<file path="src/rtl/fphub_div_pkg.sv">
// Shared definitions for the HUB floating-point divider.
// HUB word layout: {sign, exponent[E-1:0], stored mantissa[M-1:0]}.
// Both the implicit leading one and the implicit ILSB are excluded from the stored mantissa.
// Contents:
//   - format widths
//   - exponent bias and saturation limit
//   - ZERO/INF magnitude encodings
//   - FSM state enum
//   - special-case code enum, shared with the HUB multiplier
package fphub_pkg;

    localparam int FP_E    = 8;
    localparam int FP_M    = 23;
    localparam int FP_W    = FP_E + FP_M + 1;
    localparam int BIAS    = 2 ** (FP_E - 1);
    localparam int EXP_MAX = 2 ** FP_E - 1;

    // Magnitude encodings (sign excluded); the sign is attached by the producer.
    localparam logic [FP_W-2:0] ZERO = {{FP_E{1'b0}}, {FP_M{1'b0}}};
    localparam logic [FP_W-2:0] INF  = {{FP_E{1'b1}}, {FP_M{1'b0}}};

    typedef enum logic [1:0] {
        ST_IDLE = 2'd0,
        ST_CALC = 2'd1,
        ST_NORM = 2'd2
    } div_state_e;

    // Ordered by detector priority. Y_ZERO comes before X_ZERO so that 0/0 is reported as a
    // zero divisor. X_ONE is reported for the multiplier's benefit; the divider ignores it.
    typedef enum logic [2:0] {
        SC_NONE   = 3'd0,
        SC_Y_ZERO = 3'd1,
        SC_X_ZERO = 3'd2,
        SC_X_INF  = 3'd3,
        SC_Y_INF  = 3'd4,
        SC_Y_ONE  = 3'd5,
        SC_X_ONE  = 3'd6
    } special_e;

endpackage

</file>
<file path="src/rtl/fphub_div_special.sv">
// Special-operand handling for the HUB divider.
// special_cases_detector
//   Classifies an operand pair. Shared with the multiplier.
//   Ports: x, y (HUB operands) -> code (special_e).
// special_result_for_divider
//   Maps a code onto the divider's result.
//   Ports: code, sign (x sign ^ y sign), x_mag (x without sign) -> is_special, result.
module special_cases_detector
    import fphub_pkg::*;
(
    input  logic [FP_W-1:0] x,
    input  logic [FP_W-1:0] y,
    output special_e        code
);

    logic [FP_E-1:0] x_exp;
    logic [FP_E-1:0] y_exp;
    logic [FP_M-1:0] x_mant;
    logic [FP_M-1:0] y_mant;

    assign x_exp  = x[FP_W-2:FP_M];
    assign y_exp  = y[FP_W-2:FP_M];
    assign x_mant = x[FP_M-1:0];
    assign y_mant = y[FP_M-1:0];

    // Priority classification. An exponent field of zero means zero; all ones means infinity.
    // Exponent equal to the bias with an empty mantissa means one.
    always_comb begin
        code = SC_NONE;
        if (y_exp == {FP_E{1'b0}}) begin
            code = SC_Y_ZERO;
        end else if (x_exp == {FP_E{1'b0}}) begin
            code = SC_X_ZERO;
        end else if (x_exp == {FP_E{1'b1}}) begin
            code = SC_X_INF;
        end else if (y_exp == {FP_E{1'b1}}) begin
            code = SC_Y_INF;
        end else if ((y_exp == FP_E'(BIAS)) && (y_mant == {FP_M{1'b0}})) begin
            code = SC_Y_ONE;
        end else if ((x_exp == FP_E'(BIAS)) && (x_mant == {FP_M{1'b0}})) begin
            code = SC_X_ONE;
        end else begin
            code = SC_NONE;
        end
    end

endmodule

module special_result_for_divider
    import fphub_pkg::*;
(
    input  special_e        code,
    input  logic            sign,
    input  logic [FP_W-2:0] x_mag,
    output logic            is_special,
    output logic [FP_W-1:0] result
);

    // Special-case table. A numerator of +-1 is deliberately left to the normal path.
    always_comb begin
        is_special = 1'b0;
        result     = {sign, ZERO};
        case (code)
            SC_Y_ZERO, SC_X_INF: begin
                is_special = 1'b1;
                result     = {sign, INF};
            end
            SC_X_ZERO, SC_Y_INF: begin
                is_special = 1'b1;
                result     = {sign, ZERO};
            end
            SC_Y_ONE: begin
                is_special = 1'b1;
                result     = {sign, x_mag};
            end
            SC_X_ONE, SC_NONE: begin
                is_special = 1'b0;
                result     = {sign, ZERO};
            end
            default: begin
                is_special = 1'b0;
                result     = {sign, ZERO};
            end
        endcase
    end

endmodule

</file>
<file path="src/rtl/fphub_div.sv">
// Iterative HUB floating-point divider, Z = X / Y.
// Special operands resolve in the first cycle after start.
// Normal operands use a restoring radix-2 mantissa divider that produces one quotient bit per
// cycle, followed by one normalisation cycle.
// Ports:
//   clk      rising-edge clock
//   rst_l    asynchronous reset, active high
//   start    request, honoured only when busy is low
//   X, Y     dividend and divisor (HUB format)
//   Z        registered quotient, held until the next result
//   finish   one-cycle pulse while Z holds a fresh result
//   busy     high while an operation is in flight
module fphub_div
    import fphub_pkg::*;
(
    input  logic            clk,
    input  logic            rst_l,
    input  logic            start,
    input  logic [FP_W-1:0] X,
    input  logic [FP_W-1:0] Y,
    output logic [FP_W-1:0] Z,
    output logic            finish,
    output logic            busy
);

    localparam int M     = FP_M;
    localparam int E     = FP_E;
    localparam int CNT_W = $clog2(M + 4);

    localparam logic [CNT_W-1:0]  cnt_one_c   = CNT_W'(1);
    localparam logic [CNT_W-1:0]  cnt_zero_c  = CNT_W'(0);
    localparam logic [CNT_W-1:0]  cnt_last_c  = CNT_W'(M + 2);
    localparam logic signed [E+1:0] bias_c    = (E + 2)'(BIAS);
    localparam logic signed [E+1:0] one_c     = (E + 2)'(1);
    localparam logic signed [E+1:0] exp_max_c = (E + 2)'(EXP_MAX);
    localparam logic signed [E+1:0] exp_zero_c = (E + 2)'(0);

    div_state_e       state_r;
    div_state_e       state_next;
    logic [FP_W-1:0]  x_r;
    logic [FP_W-1:0]  y_r;
    logic [M+2:0]     rem_r;
    logic [M+2:0]     q_r;
    logic [CNT_W-1:0] cnt_r;
    logic [FP_W-1:0]  z_r;
    logic             finish_r;
    logic             busy_r;

    special_e         code;
    logic             is_special;
    logic [FP_W-1:0]  special_z;
    logic             sign;
    logic [M+1:0]     my;
    logic [M+3:0]     trial;
    logic             q_bit;
    logic [M+2:0]     rem_sel;
    logic [M+2:0]     rem_next;
    logic signed [E+1:0] ex;
    logic signed [E+1:0] ey;
    logic signed [E+1:0] exp_diff;
    logic signed [E+1:0] exp_norm;
    logic [M-1:0]     mant_norm;
    logic [FP_W-1:0]  norm_z;

    assign Z      = z_r;
    assign finish = finish_r;
    assign busy   = busy_r;
    assign sign   = x_r[FP_W-1] ^ y_r[FP_W-1];

    special_cases_detector u_detect (
        .x    (x_r),
        .y    (y_r),
        .code (code)
    );

    special_result_for_divider u_special (
        .code       (code),
        .sign       (sign),
        .x_mag      (x_r[FP_W-2:0]),
        .is_special (is_special),
        .result     (special_z)
    );

    // One restoring step.
    // The remainder stays below 2*my, so the bit shifted out of the top is always zero.
    always_comb begin
        my       = {1'b1, y_r[M-1:0], 1'b1};
        trial    = {1'b0, rem_r} - {2'b00, my};
        q_bit    = ~trial[M+3];
        rem_sel  = q_bit ? trial[M+2:0] : rem_r;
        rem_next = rem_sel << 1;
    end

    // Normalise the quotient, then saturate the exponent to signed INF or signed ZERO.
    // Truncation is the round-to-nearest for HUB.
    always_comb begin
        ex       = {2'b00, x_r[FP_W-2:M]};
        ey       = {2'b00, y_r[FP_W-2:M]};
        exp_diff = ex - ey + bias_c;
        if (q_r[M+2]) begin
            exp_norm  = exp_diff;
            mant_norm = q_r[M+1:2];
        end else begin
            exp_norm  = exp_diff - one_c;
            mant_norm = q_r[M:1];
        end
        if (exp_norm >= exp_max_c) begin
            norm_z = {sign, INF};
        end else if (exp_norm <= exp_zero_c) begin
            norm_z = {sign, ZERO};
        end else begin
            norm_z = {sign, exp_norm[E-1:0], mant_norm};
        end
    end

    // Next-state logic.
    // The first CALC cycle also classifies the latched operands; a special pair returns to IDLE
    // from that cycle.
    always_comb begin
        state_next = state_r;
        case (state_r)
            ST_IDLE: begin
                if (start) begin
                    state_next = ST_CALC;
                end else begin
                    state_next = ST_IDLE;
                end
            end
            ST_CALC: begin
                if ((cnt_r == cnt_zero_c) && is_special) begin
                    state_next = ST_IDLE;
                end else if (cnt_r == cnt_last_c) begin
                    state_next = ST_NORM;
                end else begin
                    state_next = ST_CALC;
                end
            end
            ST_NORM: state_next = ST_IDLE;
            default: state_next = ST_IDLE;
        endcase
    end

    // FSM state register.
    always_ff @(posedge clk or posedge rst_l) begin
        if (rst_l) begin
            state_r <= ST_IDLE;
        end else begin
            state_r <= state_next;
        end
    end

    // Datapath and handshake registers.
    always_ff @(posedge clk or posedge rst_l) begin
        if (rst_l) begin
            x_r      <= {FP_W{1'b0}};
            y_r      <= {FP_W{1'b0}};
            rem_r    <= {(M + 3){1'b0}};
            q_r      <= {(M + 3){1'b0}};
            cnt_r    <= cnt_zero_c;
            z_r      <= {FP_W{1'b0}};
            finish_r <= 1'b0;
            busy_r   <= 1'b0;
        end else begin
            case (state_r)
                ST_IDLE: begin
                    finish_r <= 1'b0;
                    if (start) begin
                        x_r    <= X;
                        y_r    <= Y;
                        rem_r  <= {1'b0, 1'b1, X[M-1:0], 1'b1};
                        q_r    <= {(M + 3){1'b0}};
                        cnt_r  <= cnt_zero_c;
                        busy_r <= 1'b1;
                    end else begin
                        busy_r <= 1'b0;
                    end
                end
                ST_CALC: begin
                    if ((cnt_r == cnt_zero_c) && is_special) begin
                        z_r      <= special_z;
                        finish_r <= 1'b1;
                        busy_r   <= 1'b0;
                    end else begin
                        rem_r    <= rem_next;
                        q_r      <= {q_r[M+1:0], q_bit};
                        cnt_r    <= cnt_r + cnt_one_c;
                        finish_r <= 1'b0;
                    end
                end
                ST_NORM: begin
                    z_r      <= norm_z;
                    finish_r <= 1'b1;
                    busy_r   <= 1'b0;
                end
                default: begin
                    finish_r <= 1'b0;
                    busy_r   <= 1'b0;
                end
            endcase
        end
    end

endmodule

</file>
<file path="config.mk">
export PLATFORM = sky130hd
export DESIGN_NAME = fphub_div
export DESIGN_NICKNAME = d
export VERILOG_FILES = /design/src/rtl/fphub_div_pkg.sv /design/src/rtl/fphub_div_special.sv /design/src/rtl/fphub_div.sv
export SDC_FILE = /design/constraint.sdc
export NUM_CORES = 1
export LEC_CHECK = 0
export ABC_AREA = 1
export CORE_ASPECT_RATIO = 2
export CORE_MARGIN = 5
export CORE_UTILIZATION = 53
export CTS_CLUSTER_SIZE = 20
export DETAILED_ROUTE_END_ITERATION = 12
export PLACE_DENSITY = 0.78
export SYNTH_ARGS = -nofsm -noshare
export SYNTH_HDL_FRONTEND = slang
export SYNTH_HIERARCHICAL = 1
export SYNTH_SLANG_ARGS = --single-unit
</file>
<file path="constraint.sdc">
create_clock -name clk -period 4.6 [get_ports clk]
set_clock_uncertainty 0.15 [all_clocks]
set_input_delay 0.46 -clock clk [delete_from_list [all_inputs] [get_ports clk]]
set_output_delay 0.46 -clock clk [all_outputs]
set_load 0.03 [all_outputs]
</file>
==> impl_metrics.prom <==
# TYPE chip_impl_metric gauge
chip_impl_metric{name="setup_viol_count_final",unit=""} 0
chip_impl_metric{name="dieArea",unit="um2"} 22620
chip_impl_metric{name="drt-initial-drc-count",unit=""} 554
chip_impl_info{name="cpMostUsedCell",value="nand2_1"} 1
chip_impl_metric{name="postLayoutCellArea",unit="um2"} 12070
chip_impl_metric{name="number_of_nets_in_the_synthesized_netlist",unit=""} 1604
chip_impl_metric{name="synthesis.instances",unit=""} 1495
chip_impl_metric{name="die_height",unit="um"} 207.8
chip_impl_metric{name="tritoncts.num_buffers",unit=""} 17
chip_impl_metric{name="count_of_buffers_added_by_post_cts_timing_repair_for_setup",unit=""} 0
chip_impl_metric{name="peakVddDrop",unit="V"} 0.0005521
chip_impl_info{name="rsz0062_at_grt",value="false"} 1
chip_impl_metric{name="via_per_inst",unit=""} 5.380
chip_impl_metric{name="synth.cell_area",unit="um2"} 10360
chip_impl_metric{name="h-tree-depth",unit=""} 4
chip_impl_info{name="combinational_family_with_the_most_area_after_synthesis",value="simple AND/OR/NAND/NOR gates"} 1
chip_impl_metric{name="ioPinCount",unit=""} 101
chip_impl_metric{name="cts_repair_resize_count",unit=""} 0
chip_impl_metric{name="buffer_ports.inserted",unit=""} 100
chip_impl_metric{name="critical_path_peak_fanout",unit=""} 29
chip_impl_metric{name="routed-via-count",unit=""} 9861
chip_impl_metric{name="rows",unit=""} 72
chip_impl_info{name="criticalPathCategory",value="flop to flop"} 1
chip_impl_info{name="rr_startpoint",value="x_r[25]"} 1
chip_impl_info{name="tritoncts",value="done"} 1
chip_impl_metric{name="power-per-cell-area",unit="nW/um2"} 841.6
chip_impl_metric{name="post_dp_cell_area",unit="um2"} 11490
chip_impl_metric{name="synthMuxAreaShare",unit="%"} 0
chip_impl_metric{name="crit_required",unit="ns"} 4.77
chip_impl_info{name="master_cell_of_the_clock_root_buffer",value="clkbuf_16"} 1
chip_impl_metric{name="syn_area_per_cell",unit="um2"} 6.932
chip_impl_metric{name="yosysUniqueCellTypes",unit=""} 46
chip_impl_metric{name="timing.critical_path.slowest_cell_delay",unit="ns"} 0.53
chip_impl_metric{name="finalWorstPathRequiredPeriod",unit="ns"} 3.535
chip_impl_metric{name="final_antenna_net_count",unit=""} 0
chip_impl_metric{name="timing_worst_slew_pin_value",unit="ns"} 0.9900
chip_impl_metric{name="final-hold-violation-count",unit=""} 0
chip_impl_metric{name="layout.nets",unit=""} 1670
chip_impl_metric{name="maxClockFrequency",unit="GHz"} 0.2829
chip_impl_metric{name="synth_edf_count",unit=""} 0
chip_impl_metric{name="fillers",unit=""} 1833
chip_impl_metric{name="first_pass_iteration_count_of_the_detailed_router",unit=""} 5
chip_impl_metric{name="period_share",unit="%"} 76.85
chip_impl_metric{name="grt_start_max_net_pins",unit=""} 158
chip_impl_metric{name="synthAdderAreaFrac",unit="%"} 5.143
chip_impl_metric{name="wire_length_of_the_first_global_routing_pass",unit="mm"} 47.66
chip_impl_info{name="critPathSlowestCell",value="nand3_2"} 1
chip_impl_metric{name="floorplan.initialDensity",unit="%"} 53.76
chip_impl_metric{name="cts.sink_count",unit=""} 157
chip_impl_metric{name="antenna_cells_inserted",unit=""} 0
chip_impl_metric{name="grt_pass1_vias",unit=""} 9782
chip_impl_metric{name="area_fraction_in_and_or_nand_and_nor_cells_after_synthesis",unit="%"} 32.92
chip_impl_metric{name="drv_cap",unit=""} 0
chip_impl_info{name="timing.critical_path.from_type",value="flop"} 1
chip_impl_metric{name="track_usage",unit="%"} 26.82
chip_impl_info{name="timing.hold.worst.class",value="flop to flop"} 1
chip_impl_metric{name="dieWidth",unit="um"} 108.9
chip_impl_metric{name="clk_transition_reported_paths",unit="ns"} 0.07
chip_impl_info{name="top_reg_cell_synth",value="dfrtp_1"} 1
chip_impl_metric{name="cp.arrival",unit="ns"} 3.71
chip_impl_metric{name="power.leakage",unit="uW"} 0.005777
chip_impl_metric{name="final_replace_weighted_congestion",unit=""} 1.015
chip_impl_metric{name="routed_wire_length_per_instance",unit="um"} 15.88
chip_impl_metric{name="route.final.wire_length",unit="mm"} 29.12
chip_impl_metric{name="route.detailed.drc",unit=""} 0
chip_impl_metric{name="report.final.slew_viol_count",unit=""} 0
chip_impl_info{name="worstSetupStartpoint",value="x_r[25]"} 1
chip_impl_metric{name="grt_remaining_overflow",unit=""} 0
chip_impl_metric{name="synth_async_sr_flop_share",unit="%"} 100.0
chip_impl_metric{name="slew_headroom",unit="%"} 33.91
chip_impl_metric{name="cts_max_path_bufs",unit=""} 2
chip_impl_metric{name="ys_ff_latch",unit=""} 157
chip_impl_info{name="worst_hold_start",value="Z[21]"} 1
chip_impl_info{name="crit_path_cell_trace",value="ha_1 > nand2_1 > nand2_1 > inv_2 > nand2_1 > nand3_1 > nand2_1 > a21oi_1 > ha_1 > nand2_1 > nand2_2 > inv_2 > nand3_2 > nand4_1 > nand2_1 > nand2_1 > nand2_1"} 1
chip_impl_metric{name="synth-compound-area-share",unit="%"} 12.11
chip_impl_metric{name="sequential_fraction_of_the_synthesis_area",unit="%"} 37.91
chip_impl_info{name="kind_of_capture_point_of_the_worst_setup_path",value="flop"} 1
chip_impl_metric{name="synth_warnings",unit=""} 6
chip_impl_metric{name="grt_antenna_before_repair",unit=""} 0
chip_impl_metric{name="synth_xor_xnor_area_share",unit="%"} 1.678
chip_impl_metric{name="final_cell_count_no_fill",unit=""} 1833
chip_impl_metric{name="design.core.area",unit="um2"} 19280
chip_impl_metric{name="fraction_of_layout_cells_with_a_size_suffix_above_1",unit="%"} 6.861
chip_impl_metric{name="insertion_delay",unit="ns"} 0.43
chip_impl_metric{name="fin_setup_tns",unit="ns"} 0
chip_impl_metric{name="dp.final_hpwl",unit="mm"} 21.79
chip_impl_metric{name="areaGrowthSynthToFinish",unit="%"} 16.43
chip_impl_metric{name="number_of_hold_buffers_added_after_cts",unit=""} 0
chip_impl_metric{name="dp.cells",unit=""} 1801
chip_impl_info{name="status",value="complete, no violations"} 1
==> report_power, final <==
part | total (uW) | switching, uW | internal (uW) | leakage (uW)
Clock | 1390 | 616 | 771 | 0.000265
Combinational | 6460 | 4330 | 2130 | 0.00351
Sequential | 2310 | 400 | 1910 | 0.00200
Total | 10200 | 5340 | 4810 | 0.00578
==> layout make-up <==
type	count	area, um2	area share (%)
clock buffer	19	442.9	3.671
clock inverter	13	131.4	1.089
inverter	196	739.5	6.128
multi-input combinational	1076	5376	44.56
sequential	157	3929	32.56
tap	259	324.1	2.686
timing repair buffer	113	1124	9.311
==> metal layers <==
metal / up-vias / routed length [um] / part of all wire (%) / global-route usage [%]
li1: 4903 / - / - / -
met1: 4540 / 10190 / 35 / 27.63
met2: 321 / 15320 / 53 / 47.83
met3: 97 / 1232 / 4.2 / 3.361
met4: 0 / 2378 / 8.2 / 19.83
met5: - / 0 / 0 / 0
==> stage by stage <==
stage                     util [%]  setup WS (ns)  hold slack (ns)  total power [uW]
after floorplan                  -          1.860           0.3179              7233
after global placement       59.61          1.133           0.3129              8556
after detailed placement     59.61          1.099           0.3148              8678
after CTS                    62.59          1.075           0.3321             10110
after global routing         62.59         0.7353           0.3444             11130
final                        62.59          1.065           0.3276             10150
==> cells by family after synthesis <==
family,after synthesis
flip-flops,157
XOR/XNOR,19
adder cells (fa/ha/maj),42
AND/OR/NAND/NOR,788
buffers and inverters,262
AO/OA/AOI/OAI,227
==> flip-flops by register name (all words and copies together), names as in the netlist <==
| register | count |
|---|---|
| Z | 32 |
| rem_r | 26 |
| q_r | 26 |
| busy | 1 |
| finish | 1 |
| state_r | 2 |
| x_r | 32 |
| cnt_r | 5 |
| y_r | 32 |
==> placed cells by master, fill, tap and decap left out, types with 14 or more instances in the layout <==
cell type,n
nor2_2,21
ha_1,40
o211ai_1,14
dfrtp_1,157
clkdlybuf4s50_1,100
o22ai_1,25
inv_1,185
nor2_1,158
a21oi_1,89
clkbuf_16,17
nand2_1,448
nand3_1,62
nand2_2,14
o21ai_0,78
nand4_1,49
==> synth_stat cells, drive strengths merged, types with 2 or more instances <==
cell | number | area [um2]
nand2 | 463 | 1780
inv | 193 | 724.4
nor2 | 184 | 780.8
dfrtp | 157 | 3929
a21oi | 90 | 454.2
o21ai | 80 | 404.1
nand3 | 71 | 407.9
nand4 | 49 | 306.5
clkbuf | 46 | 172.7
ha | 41 | 513.0
o22ai | 25 | 156.4
buf | 20 | 152.6
o211ai | 14 | 105.1
xor2 | 13 | 121.4
nand3b | 10 | 75.07
nor3 | 6 | 30.03
xnor2 | 6 | 52.55
a21o | 5 | 37.54
o21bai | 4 | 30.03
clkinv | 3 | 11.26
nor4 | 3 | 18.77
a21boi | 2 | 15.02
a31oi | 2 | 12.51
or2 | 2 | 12.52
==> critical path, delay by kind of cell (launching register included) <==
family	cells	cell delay, ns
AOI/OAI and AO/OA	1	0.29
buffers and inverters	2	0.15
and+or+nand+nor	12	1.69
DFF	1	0.43
adders and majority gates	2	0.71
==> worst paths after layout <==
check                      endpoint  slack, ns  depth (start not counted)
setup / recovery              Z[16]       1.07                         17
hold / removal                Z[21]       0.33                          2
setup reg to reg              Z[16]       1.07                         17
hold reg to reg               Z[21]       0.33                          2
max in group asynchronous   q_r[12]       3.14                          3
min in group asynchronous   x_r[28]       0.41                          3
(Power assumes the default switching activity.)
